<file path="config.mk">
export PLATFORM = sky130hd
export DESIGN_NAME = fifo_reader
export DESIGN_NICKNAME = d
export VERILOG_FILES = /design/src/rtl/fifo_reader.sv
export SDC_FILE = /design/constraint.sdc
export NUM_CORES = 1
export LEC_CHECK = 0
export ABC_AREA = 1
export BUFFER_PORTS_ARGS = -buffer_cell sky130_fd_sc_hd__buf_2
export CORE_MARGIN = 5
export CORE_UTILIZATION = 50
export CTS_CLUSTER_SIZE = 40
export DETAILED_ROUTE_END_ITERATION = 10
export PLACE_DENSITY = 0.81
export SLEW_MARGIN = 20
export SYNTH_ARGS = -nofsm -noshare
export SYNTH_HDL_FRONTEND = slang
export SYNTH_SLANG_ARGS = --single-unit
</file>
<file path="constraint.sdc">
create_clock -name clk -period 2.8 [get_ports clk]
set_input_delay 0.28 -clock clk [delete_from_list [all_inputs] [get_ports clk]]
set_output_delay 0.28 -clock clk [all_outputs]
set_load 0.02 [all_outputs]
</file>
<file path="src/rtl/fifo_reader.sv">
// fifo_reader: drains a registered-flag FIFO into a 4-entry skid buffer.
// Pops are credit-limited so words already requested always have a slot.
module fifo_reader #(
    parameter int data_width = 10,
    parameter int RD_LAT = 2,
    parameter int BUF_DEPTH = 4
) (
    input  logic                  clk,
    input  logic                  reset,
    input  logic                  empty_fifo,
    input  logic                  almost_empty_fifo,
    input  logic [data_width-1:0] FIFO_data_out,
    output logic                  pop,
    output logic [data_width-1:0] data_out,
    output logic                  valid_out,
    input  logic                  ready_in,
    output logic [15:0]           word_cnt,
    output logic                  error
);
    localparam int WW = $clog2(RD_LAT + 1);
    typedef enum logic [1:0] {IDLE, BURST, SINGLE, WAIT} state_t;
    state_t state, state_nxt;
    logic pop_nxt;
    logic [WW-1:0] wait_cnt, wait_nxt;
    logic [RD_LAT-1:0] inflight;
    logic [data_width-1:0] mem [4];
    logic [1:0] wp, rp;
    logic [2:0] occ;
    logic [3:0] infl_cnt, credit;
    logic wr, wr_ok, rd, have;
    assign wr = inflight[RD_LAT-1];
    assign wr_ok = wr && occ != 3'd4;
    assign valid_out = occ != 3'd0;
    assign rd = valid_out && ready_in;
    assign data_out = mem[rp];
    always_comb begin
        infl_cnt = 4'(pop);
        for (int i = 0; i < RD_LAT; i++) infl_cnt = infl_cnt + 4'(inflight[i]);
    end
    // Credit as seen by the next pop; a word leaving this cycle frees its slot in time.
    assign credit = 4'(BUF_DEPTH) + 4'(rd) - 4'(occ) - infl_cnt;
    assign have = credit != 4'd0;
    always_comb begin
        state_nxt = state;
        pop_nxt = 1'b0;
        wait_nxt = '0;
        case (state)
            IDLE: if (!empty_fifo && have) begin
                state_nxt = almost_empty_fifo ? SINGLE : BURST;
                pop_nxt = 1'b1;
            end
            BURST: if (empty_fifo || almost_empty_fifo) state_nxt = WAIT;
                   else pop_nxt = have;
            SINGLE: state_nxt = WAIT;
            WAIT: begin
                wait_nxt = wait_cnt + WW'(1);
                if (wait_cnt == WW'(RD_LAT - 1)) state_nxt = IDLE;
            end
            default: state_nxt = IDLE;
        endcase
    end
    always_ff @(posedge clk) begin
        if (!reset) begin
            state <= IDLE;
            pop <= 1'b0;
            wait_cnt <= '0;
        end else begin
            state <= state_nxt;
            pop <= pop_nxt;
            wait_cnt <= wait_nxt;
        end
    end
    always_ff @(posedge clk) begin
        if (!reset) begin
            inflight <= '0;
            wp <= 2'd0;
            rp <= 2'd0;
            occ <= 3'd0;
            word_cnt <= 16'd0;
            error <= 1'b0;
            for (int i = 0; i < 4; i++) mem[i] <= '0;
        end else begin
            inflight <= RD_LAT'({inflight, pop});
            if (wr_ok) begin
                mem[wp] <= FIFO_data_out;
                wp <= wp + 2'd1;
            end
            if (rd) begin
                rp <= rp + 2'd1;
                word_cnt <= word_cnt + 16'd1;
            end
            occ <= occ + 3'(wr_ok) - 3'(rd);
            if ((wr && occ == 3'd4) || (pop && empty_fifo)) error <= 1'b1;
        end
    end
endmodule

</file>
==> flow_summary.yaml <==
floorplan:
  core_area_mm2: 0.00714
  die_w_um: 95.0
  rows: 31
  die_h_um: 95.0
  start_util_pct: 50.6
  dieArea_mm2: 0.00902
  io_pins: 44
grt:
  track_usage_pct: 17.7
  grt_pass1_wl_mm: 12.1
  grt_overflow_total: 0
  antenna_found_initial: 0
  grt_start_max_net_pins: 28
  grt_pass1_vias: 2680
clock_tree:
  clkTransAtPathRegs_ns: 0.07
  cts_htree_levels: 3
  post_cts_buffers: 0
  ctsLongestPathBuffers: 2
  worst_skew_pair.late_latency_ns: 0.35
  tritoncts: "done"
  clock_sinks: 73
  clock-root-buffer: "clkbuf_8"
  cts_buffers: 9
  cts.repair.resized: 0
  holdBufCountCts: 0
outcome:
  outcome: "finished clean"
routing:
  post_drt_wl_per_cell_um: 13.2
  dr.pass1.iters: 4
  wl_met1_mm: 3.16
  num_vias: 2759
  ant_nets: 0
  routed.top_layer: "met4"
  wl_met3_um: 327
  dr_wl_met2_mm: 3.71
  via_per_inst: 4.94
  drt_wl_total_mm: 7.35
  drc_errors: 0
  drt_iter0_markers: 164
pwr:
  power_density_mw_per_mm2: 759
  ir_drop_mv: 0.473
  power.leakage_uw: 0.00175
setup_path:
  critical_path_class: "flop to flop"
  start_kind: "flop"
  cpMaxStageDelayCell: "fa_1"
  required_ns: 3.04
  path_cells: "fa_1 > inv_1 > ha_1 > ha_1 > ha_1 > fa_2 > nor2_1 > nand2_1 > nand2_1 > nand2_2 > nand3_1 > nand2_1 > nor2_1"
  crit_fanout: 4
  cp.arrival_ns: 2.92
  critPathMaxStageDelay_ns: 0.54
  cp-end-kind: "flop"
layout:
  area_growth_pct: 13.9
  stdcell_area_mm2: 0.00411
  instances_no_fill: 558
  num_antenna_cells: 0
  final_nets: 485
  drive_gt1_share_pct: 20.9
logic_synthesis:
  avgSynthCellArea_um2: 8.89
  ys_seq_area_share_pct: 51.6
  synthesis.area_mm2: 0.00361
  synth_largest_area_cell: "edfxtp_1"
  ys_ff_latch: 73
  synth_area_leaders: "edfxtp_1 33%, dfxtp_1 18%, nor2_1 8.0%"
  yosys.area.top_type_share_pct: 33.3
  ys_types: 31
  postSynthCellCount: 406
  ys_warn_count: 0
  syn_nets: 437
timing:
  tightest_slew_ns: 0.552
  slew_violations: 0
  fin_crit_ns: 2.68
  fin_skew_ns: 0.0140
  hold_viol: 0
  slew-limit-headroom_pct: 62.8
  max_freq_mhz: 373
  finalCritPeriodShare_pct: 95.6
  setup_violations: 0
place:
  io_buffers: 43
  gp_congestion: 0.806
  numPlacedInstances: 542
  placed_cell_area_mm2: 0.00393
  dp_hpwl_mm: 5.23
min_path:
  hold_path.class: "primary input to flop"
run:
  cap_viol_max_count: 0
==> report_power, final <==
| group | total, uW | switching (uW) | internal (uW) |
|---|---|---|---|
| clock network | 716 | 394 | 322 |
| logic | 1090 | 705 | 386 |
| registers | 1320 | 88.5 | 1230 |
| total | 3120 | 1190 | 1940 |
==> critical path: cells and delay by family, from the launching register on <==
family | cells | cell delay (ns)
fa+ha+maj | 5 | 1.73
simple gates | 7 | 0.47
flops | 1 | 0.34
buf+inv | 1 | 0.05
==> sequential cells by signal (all words and copies together) (netlist names), named ones only <==
signal,cells
word_cnt,16
occ,3
wait_cnt,2
rp,2
pop,1
wp,2
inflight,2
error,1
state,2
mem,40
==> layout make-up <==
class / instances / area, um^2
fill: 638 / 3020
sequential: 73 / 1860
multi-input combinational: 250 / 1430
inverter: 71 / 267
timing repair buffer: 49 / 260
clock buffer: 10 / 128
tap: 99 / 124
clock inverter: 6 / 42.5
==> synth_stat cells <==
master / number
fa_1: 3
buf_6: 1
clkbuf_1: 8
nand3_2: 4
nand3_1: 9
and3_1: 1
nand2_4: 1
nand4_1: 2
inv_1: 69
clkbuf_8: 1
nand2_8: 1
nand2_1: 48
nor2_1: 77
edfxtp_1: 40
buf_2: 1
o21ai_0: 31
dfxtp_1: 33
a31oi_1: 1
ha_1: 13
nor2_2: 4
inv_2: 2
nand2_2: 1
o31ai_1: 1
xor2_1: 2
nor2_4: 11
nor2_8: 2
o22ai_1: 11
a21oi_1: 17
buf_4: 1
o21bai_1: 1
nor3_1: 9
==> layer usage <==
| metal | vias up | global-route usage (%) |
|---|---|---|
| met5 | - | 0 |
| met4 | 0 | 8.41 |
| met3 | 13 | 4.70 |
| met2 | 59 | 29.6 |
| met1 | 1292 | 21.2 |
| li1 | 1395 | - |
==> final timing paths <==
kind	start	endpoint	slack, ns	cells past startpoint
min reg2reg	wait_cnt[0]$_SDFF_PN0_	wait_cnt[0]$_SDFF_PN0_	0.44	1
min	empty_fifo	pop$_SDFF_PN0_	0.24	4
max reg2reg	inflight[0]$_SDFF_PN0_	state[0]$_SDFFE_PN0P_	0.12	13
max	inflight[0]$_SDFF_PN0_	state[0]$_SDFFE_PN0P_	0.12	13
==> placed cells by master (no fill, tap or decap), types with 2 or more instances in the layout <==
cell type / count
a21oi_1: 15
a21oi_2: 2
buf_2: 43
buf_4: 6
clkbuf_8: 9
clkinvlp_4: 2
dfxtp_1: 31
dfxtp_2: 2
edfxtp_1: 40
fa_1: 2
ha_1: 13
inv_1: 69
inv_2: 2
nand2_1: 47
nand2_2: 2
nand3_1: 9
nand3_2: 4
nand4_1: 2
nor2_1: 77
nor2_2: 4
nor2_4: 11
nor2_8: 2
nor3_1: 9
o21ai_0: 31
o22ai_1: 11
xor2_1: 2
==> stage by stage <==
step	TNS, ns	setup slack, ns	hold WS [ns]	utilization [%]	total power (uW)
3_5_place_dp	0	0.113	0.432	55.0	2400
6_report	0	0.122	0.243	57.6	3120
3_3_place_gp	0	0.222	0.416	55.0	2340
5_1_grt	-0.000680	-0.000680	0.244	57.6	3340
2_1_floorplan	0	0.301	0.406	-	2120
4_1_cts	0	0.109	0.216	57.4	3120
==> cells by family (layout without fill, tap and decap cells) <==
group           Yosys count  in the layout  share of synthesized area, %
fa+ha+maj                16             16                          6.17
compound gates           62             62                          9.15
flops                    73             73                          51.6
buf+inv                  83            136                          9.25
simple gates            170            170                          23.4
xor+xnor                  2              2                         0.485
Power figures use the tool's default switching activity.
